<file path="src/rtl/pipeline_hazard_ctrl.sv">
// Pipeline control for the in-order core: per-stage enables, valid tracking,
// load-use stall/bubble insertion, branch squash and saturating perf counters.
module pipeline_hazard_ctrl #(
   parameter int NUM_STAGES        = 5,
   parameter int REG_ADDR_W        = 5,
   parameter int CNT_W             = 32,
   parameter int LOAD_STALL_CYCLES = 1,
   parameter int FLUSH_STAGES      = 3
) (
   input  logic                  clk,
   input  logic                  arst_n,
   input  logic                  enable,
   input  logic [REG_ADDR_W-1:0] rs1_id,
   input  logic [REG_ADDR_W-1:0] rs2_id,
   input  logic                  rs1_used_id,
   input  logic                  rs2_used_id,
   input  logic [REG_ADDR_W-1:0] rd_ex,
   input  logic                  mem_read_ex,
   input  logic                  redirect,
   input  logic                  clear_counters,
   output logic                  pc_write_en,
   output logic [NUM_STAGES-1:0] stage_en,
   output logic [NUM_STAGES-1:0] flush,
   output logic                  bubble_id_ex,
   output logic [NUM_STAGES-1:0] stage_valid,
   output logic [CNT_W-1:0]      stall_count,
   output logic [CNT_W-1:0]      flush_count,
   output logic [CNT_W-1:0]      retired_count
);

   // Elaboration-time guards on the parameter ranges this control scheme supports.
   if (NUM_STAGES < 3) begin : g_bad_num_stages
      $error("pipeline_hazard_ctrl: NUM_STAGES must be at least 3");
   end
   if (LOAD_STALL_CYCLES < 1 || LOAD_STALL_CYCLES > 7) begin : g_bad_stall_cycles
      $error("pipeline_hazard_ctrl: LOAD_STALL_CYCLES must be 1..7");
   end
   if (FLUSH_STAGES < 1 || FLUSH_STAGES > NUM_STAGES - 1) begin : g_bad_flush_stages
      $error("pipeline_hazard_ctrl: FLUSH_STAGES must be 1..NUM_STAGES-1");
   end

   localparam logic [2:0] STALL_RELOAD = 3'(LOAD_STALL_CYCLES - 1);

   logic                  run_q;
   logic [NUM_STAGES-1:0] valid_q;
   logic [NUM_STAGES-1:0] valid_d;
   logic [2:0]            scnt_q;
   logic [2:0]            scnt_d;
   logic                  go;
   logic                  hz;
   logic                  redirect_v;
   logic                  stall;
   logic                  rs1_hit;
   logic                  rs2_hit;

   assign go         = run_q & enable;
   assign rs1_hit    = rs1_used_id & (rs1_id == rd_ex);
   assign rs2_hit    = rs2_used_id & (rs2_id == rd_ex);
   assign hz         = valid_q[1] & valid_q[2] & mem_read_ex & (rd_ex != '0) & (rs1_hit | rs2_hit);
   // A redirect from an empty resolve stage is stale and must not squash anything.
   assign redirect_v = go & redirect & valid_q[FLUSH_STAGES];
   assign stall      = go & ~redirect_v & (hz | (scnt_q != '0));

   always_comb begin
      pc_write_en = 1'b0;
      stage_en    = '0;
      flush       = '0;
      valid_d     = valid_q;
      scnt_d      = scnt_q;
      if (go) begin
         pc_write_en = 1'b1;
         stage_en    = '1;
         valid_d     = {valid_q[NUM_STAGES-2:0], 1'b1};
         if (redirect_v) begin
            // Squash every stage younger than the resolving one; IF refetches at the target.
            for (int i = 1; i <= FLUSH_STAGES; i++) begin
               flush[i] = 1'b1;
            end
            valid_d = valid_d & ~flush;
            scnt_d  = '0;
         end else if (stall) begin
            // IF and ID hold their instructions while a bubble enters EX.
            pc_write_en  = 1'b0;
            stage_en[0]  = 1'b0;
            stage_en[1]  = 1'b0;
            flush[2]     = 1'b1;
            valid_d[0]   = valid_q[0];
            valid_d[1]   = valid_q[1];
            valid_d[2]   = 1'b0;
            scnt_d       = (scnt_q == '0) ? STALL_RELOAD : scnt_q - 3'd1;
         end
      end
   end

   assign bubble_id_ex = flush[2];
   assign stage_valid  = valid_q;

   always_ff @(posedge clk or negedge arst_n) begin
      if (!arst_n) begin
         run_q   <= 1'b0;
         valid_q <= '0;
         scnt_q  <= '0;
      end else begin
         run_q   <= 1'b1;
         valid_q <= valid_d;
         scnt_q  <= scnt_d;
      end
   end

   function automatic logic [CNT_W-1:0] sat_inc(input logic [CNT_W-1:0] v, input logic inc);
      return (inc && (v != '1)) ? v + 1'b1 : v;
   endfunction

   // A clear request wins over any increment in the same cycle.
   always_ff @(posedge clk or negedge arst_n) begin
      if (!arst_n) begin
         stall_count   <= '0;
         flush_count   <= '0;
         retired_count <= '0;
      end else if (clear_counters) begin
         stall_count   <= '0;
         flush_count   <= '0;
         retired_count <= '0;
      end else begin
         stall_count   <= sat_inc(stall_count, stall);
         flush_count   <= sat_inc(flush_count, redirect_v);
         retired_count <= sat_inc(retired_count, go & valid_q[NUM_STAGES-1]);
      end
   end

   a_stall_holds_pc : assert property (@(posedge clk) disable iff (!arst_n)
      stall |-> (!pc_write_en && !stage_en[0] && !stage_en[1]));
   a_frozen_quiet : assert property (@(posedge clk) disable iff (!arst_n)
      !go |-> (stage_en == '0 && flush == '0 && !pc_write_en));
   a_bubble_matches_flush : assert property (@(posedge clk) disable iff (!arst_n)
      bubble_id_ex == flush[2]);

endmodule

</file>
<file path="config.mk">
export PLATFORM = sky130hd
export DESIGN_NAME = pipeline_hazard_ctrl
export DESIGN_NICKNAME = d
export VERILOG_FILES = /design/src/rtl/pipeline_hazard_ctrl.sv
export SDC_FILE = /design/constraint.sdc
export NUM_CORES = 1
export LEC_CHECK = 0
export BUFFER_PORTS_ARGS = -buffer_cell sky130_fd_sc_hd__clkbuf_2
export CORE_MARGIN = 2
export CORE_UTILIZATION = 50
export CTS_CLUSTER_SIZE = 8
export DETAILED_ROUTE_END_ITERATION = 6
export HOLD_SLACK_MARGIN = 0.03
export PLACE_DENSITY = 0.84
export SYNTH_ARGS = -nofsm -noshare
export SYNTH_HDL_FRONTEND = slang
export SYNTH_SLANG_ARGS = --single-unit
</file>
<file path="constraint.sdc">
create_clock -name clk -period 2.2 [get_ports clk]
set_input_delay 0.11 -clock clk [delete_from_list [all_inputs] [get_ports clk]]
set_output_delay 0.11 -clock clk [all_outputs]
set_load 0.03 [all_outputs]
</file>
After elaboration in Yosys (flattened, before gate mapping):

Index checks and enable logic that the tools add are counted.

* flip-flop bits (word level): 105
* input port bits: 23
* output and inout port bits: 113
* logic and storage cells: 66

* add/sub/neg operators: 4
* equality and inequality tests: 6
* multiplexer cells: 22
* bitwise gates (word level): 15
* reductions and logical operators: 12

Operators with widths (number)
* 2-to-1 mux 32 bit: 6
* adder 32 x 1 -> 32 bit, second input constant: 3
* inequality test 32 bit, second input constant: 3
* 2-to-1 mux 3 bit: 6
* AND 1 bit: 12
* equality test 5 bit: 2
* nonzero test 2 bit: 4
* 2-to-1 mux 1 bit: 7
* 2-to-1 mux 5 bit: 1
* nonzero test 5 bit: 1
* 2-to-1 mux 2 bit: 2
* AND reduction 2 bit: 2
* logical AND 1 bit: 3
* zero test 3 bit: 1
* nonzero test 3 bit: 1
* subtractor 3 x 1 -> 3 bit, second input constant: 1
* inequality test 2 bit, second input constant: 1
* OR 1 bit: 2
* NOT 1 bit: 1

Depth between registers and ports, before layout:

* word-level depth: 9
* gate-level depth with buffers: 9

Worst setup path before layout:

No wires, ideal clock.

* path type: register to register
* start: reg retired_count[0]
* end: reg retired_count[18]
* setup time: 0.078 ns
* arrival time: 2.060 ns
* path slack: 0.062 ns
* cell stages (with the launch flop): 8
* buffers on the path: 1
* path through: dfrtp_1 -> ha_1 -> and2_1 -> nand4_1 -> or3_1 -> clkbuf_2 -> or3_1 -> a21oi_1

* cells in the longest elaborated chain, start to end: 3

RTL lines
* from (decl): line 28 `output logic [CNT_W-1:0] retired_count`
* from (signal assigned): line 127 `retired_count <= sat_inc(retired_count, go & valid_q[NUM_STAGES-1]);`
* adder 32 x 1 -> 32 bit or inequality test 32 bit (tied branches): line 111 `return (inc && (v != '1)) ? v + 1'b1 : v;`
* 2-to-1 mux 32 bit or logical AND 1 bit (tied branches): line 111
* 2-to-1 mux 32 bit or nonzero test 2 bit (tied branches)

Parallel ways exist; a longest one is shown, timed or not. The select of a mux whose other input is x is not followed.
A chain may end at the register's enable or synchronous reset.

Worst setup path after layout:

* start: reg stall_count[4]
* end: reg stall_count[31]

* cells in the longest elaborated chain, start to end: 3

RTL lines
* from (decl): line 26 `output logic [CNT_W-1:0] stall_count,`
* from (signal assigned): line 125 `stall_count <= sat_inc(stall_count, stall);`
* adder 32 x 1 -> 32 bit or inequality test 32 bit (tied branches): line 111
* 2-to-1 mux 32 bit or logical AND 1 bit (tied branches): line 111
* 2-to-1 mux 32 bit or nonzero test 2 bit (tied branches)

Parallel ways exist; a longest one is shown, timed or not. The select of a mux whose other input is x is not followed.

==> out/results.ini <==
[run_status]
status=complete, no violations

[placed_design]
post-place-ws_ns=0.0364
port_buffers=133
dp_hpwl_microns=10300
routabilityCongestion=0.829

[finish]
layout_commonest_cell=clkbuf_2
syn2layout_area_growth_pct=21.1
final_cell_mix=131 x clkbuf_2, 105 x dfrtp_1, 83 x nor2_1
multiInputGateArea_sq_um=3010
fin_nets=779
regArea_sq_um=2630
diodes=0
n_fill_cell=932
drive_gt1_frac=0.276

[die]
die-width_microns=112
core_sq_um=11400
io_pins=136
rows=39
initial_core_util=0.510
dieArea_sq_um=12500
die_y_microns=112

[clocking]
clock_sinks=105
cts_made_buffers=9
cts_tree=yes
ctsLongestPathBuffers=2
ctsHtreeMaxLevel=3
cts-root-buf=clkbuf_16
clk_pin_slew_worst_paths_ns=0.07
clock_latency_ns=0.36

[sta]
rsz0062_at_grt=yes
setup_viol=0
max_slew.worst_pin.slew_ns=0.706
hold_viol_final=0
final-max-slew-violation-count=0
slew_headroom=0.529
timing.fmax_ghz=0.472
fin_crit_sh=0.964
whs_ns=0.172
setup_slack_ns=0.0792
layout_min_cycle_time_ns=2.12
skew_ns=0.00798

[setup_path]
cpPeakStageDelay_ns=0.48
cp-start-kind=flop
cp.required_ns=2.48
rr_startpoint=stall_count[4]$_DFFE_PN0P_
cp-startpoint=stall_count[4]$_DFFE_PN0P_
slowest_stage=or4_1
cp_max_fo=9
arrival_ns=2.40
critPathKind=flop to flop
cp-end-kind=flop
crit_chain=and4_2 -> nand4_4 -> nor3_2 -> nand4_2 -> or4_1 -> a21oi_1

[global_route]
globalRouteTotalUtil=0.231
gr-total-overflow=0
grt_max_degree=53
grt_pass1_wl_microns=23700
antenna_found_initial=0
grt_pass1_vias=4923

[pwr]
swShare=0.248
seq_power_share=0.515
power_frac_clock=0.405
internal-power_uw=2870
netSwitchingPower_uw=949
total_power_uw=3820
p_leak_uw=0.00315
p_comb_frac=0.080
power_density_nw_per_um2=544
peakVddDrop_mv=0.358

[route]
routed_wl_microns=14600
avgViaCountPerCell=5.85
first_pass_iters=5
drt_iter0_drc=345
drt-wirelength-per-cell_microns=16.2
vias=5274
drc=0
drtAntennaViolNets=0

[logic_synthesis]
syn_area_sq_um=5800
synth-edff-count=0
postSynthAreaPerCell_sq_um=9.53
synthFlopType=dfrtp_1
async_flop_share=1.00
ys_seq_area_frac=0.453
synth.distinct_cells=64
synth_warnings=0
ys_ff_latch=105
syn_inst=609

[hold_path]
hold_class=input pin to flop
min_from=enable

[job]
cap_violations=0

==> registers in the layout, indices dropped and copies added (netlist names) <==
name	cells
stage_valid	5
retired_count	32
scnt_q	3
stall_count	32
flush_count	32
run_q	1
==> worst paths after layout <==
kind,depth (start not counted),slack [ns],endpoint
hold / removal,3,0.17,stage_valid[4]$_DFFE_PN0N_
hold reg to reg,1,0.52,stage_valid[0]$_DFFE_PN0P_
min in group asynchronous,2,0.38,retired_count[18]$_DFFE_PN0P_
setup / recovery,6,0.08,stall_count[31]$_DFFE_PN0P_
setup reg to reg,6,0.08,stall_count[31]$_DFFE_PN0P_
max in group asynchronous,3,1.13,stage_valid[4]$_DFFE_PN0N_
==> power groups by stage <==
stage                     Clock (uW)  Combinational (uW)  Sequential [uW]
final                           1550                 305             1970
after global routing            1640                 331             1970
after CTS                       1580                 307             1970
after detailed placement           0                 304             2010
after global placement             0                 295             2000
after floorplan                    0                 131             2050
==> cell families (layout without fill, tap and decap cells) <==
logic type / count (synthesis) / count (layout) / share of synthesized area
AOI/OAI and AO/OA: 89 / 89 / 0.0953
and+or+nand+nor: 300 / 301 / 0.295
adders and majority gates: 3 / 3 / 0.00647
buffers and inverters: 37 / 184 / 0.0380
other: 2 / 3 / 0.00129
muxes: 2 / 2 / 0.00367
DFF: 105 / 105 / 0.453
xor gates and xnor gates: 71 / 71 / 0.107
==> area by class of cell <==
class                   count  share of cell area
flip-flops and latches    105               0.374
well taps                 143              0.0255
repair buffers            158               0.126
clock buffers              12              0.0365
inverters                  10             0.00552
clock inverters             4             0.00392
multi-input cells         469               0.429
==> layer usage <==
metal | part of all wire | vias to the layer above | routed length (microns) | global-route usage
li1 | - | 2471 | - | -
met4 | 0.028 | 0 | 406 | 0.113
met5 | 0 | - | 0 | 0
met2 | 0.50 | 210 | 7230 | 0.388
met3 | 0.063 | 31 | 915 | 0.0408
met1 | 0.41 | 2562 | 6040 | 0.289
==> worst max-delay path, delay by kind of cell (launching register included) <==
kind             cells  cell delay, ns
AND/OR/NAND/NOR      5            1.47
flip-flops           1            0.42
AO/OA/AOI/OAI        1            0.15
==> per-stage QoR <==
stage	std cells	setup TNS, ns	instance area (sq um)	util
2_1_floorplan	610	0	5810	-
3_3_place_gp	878	0	6640	0.584
3_5_place_dp	878	0	6640	0.584
4_1_cts	895	0	6930	0.610
5_1_grt	901	-0.0434	7030	0.618
6_report	901	0	7030	0.618
==> cells in the mapped netlist, types with 2 or more instances <==
cell | number | area (sq um)
dfrtp_1 | 105 | 2630
nor2_1 | 83 | 312
nand4_1 | 40 | 250
xor2_1 | 39 | 342
a21oi_1 | 36 | 180
nand2_1 | 36 | 135
nand3_1 | 34 | 170
o21ai_0 | 33 | 165
or3_1 | 33 | 206
xnor2_1 | 32 | 280
and3_1 | 15 | 93.8
nor3_1 | 14 | 70.1
buf_4 | 11 | 82.6
clkbuf_1 | 9 | 33.8
inv_1 | 8 | 30.0
nor4_1 | 6 | 37.5
and4_1 | 4 | 35.0
buf_6 | 4 | 45.0
ha_1 | 3 | 37.5
nand4_2 | 3 | 37.5
nand4_4 | 3 | 63.8
or2_1 | 3 | 18.8
or4_1 | 3 | 22.5
a32o_1 | 2 | 20.0
and4_4 | 2 | 22.5
clkbuf_2 | 2 | 10.0
conb_1 | 2 | 7.51
nand2_2 | 2 | 12.5
nor3_2 | 2 | 20.0
nor3b_1 | 2 | 15.0
nor4_4 | 2 | 42.5
o21ai_1 | 2 | 10.0
o31ai_1 | 2 | 15.0
or2_2 | 2 | 12.5
==> what timing repair did <==
| item | CTS | global route |
|---|---|---|
| endpoints found under the setup margin | 0 | 29 |
| hold buffers | 1 | 0 |
| setup buffers | 0 | 5 |
| endpoints found under the hold margin | 50 | 0 |
| gates resized for setup | 0 | 8 |
Power figures use the tool's default switching activity.
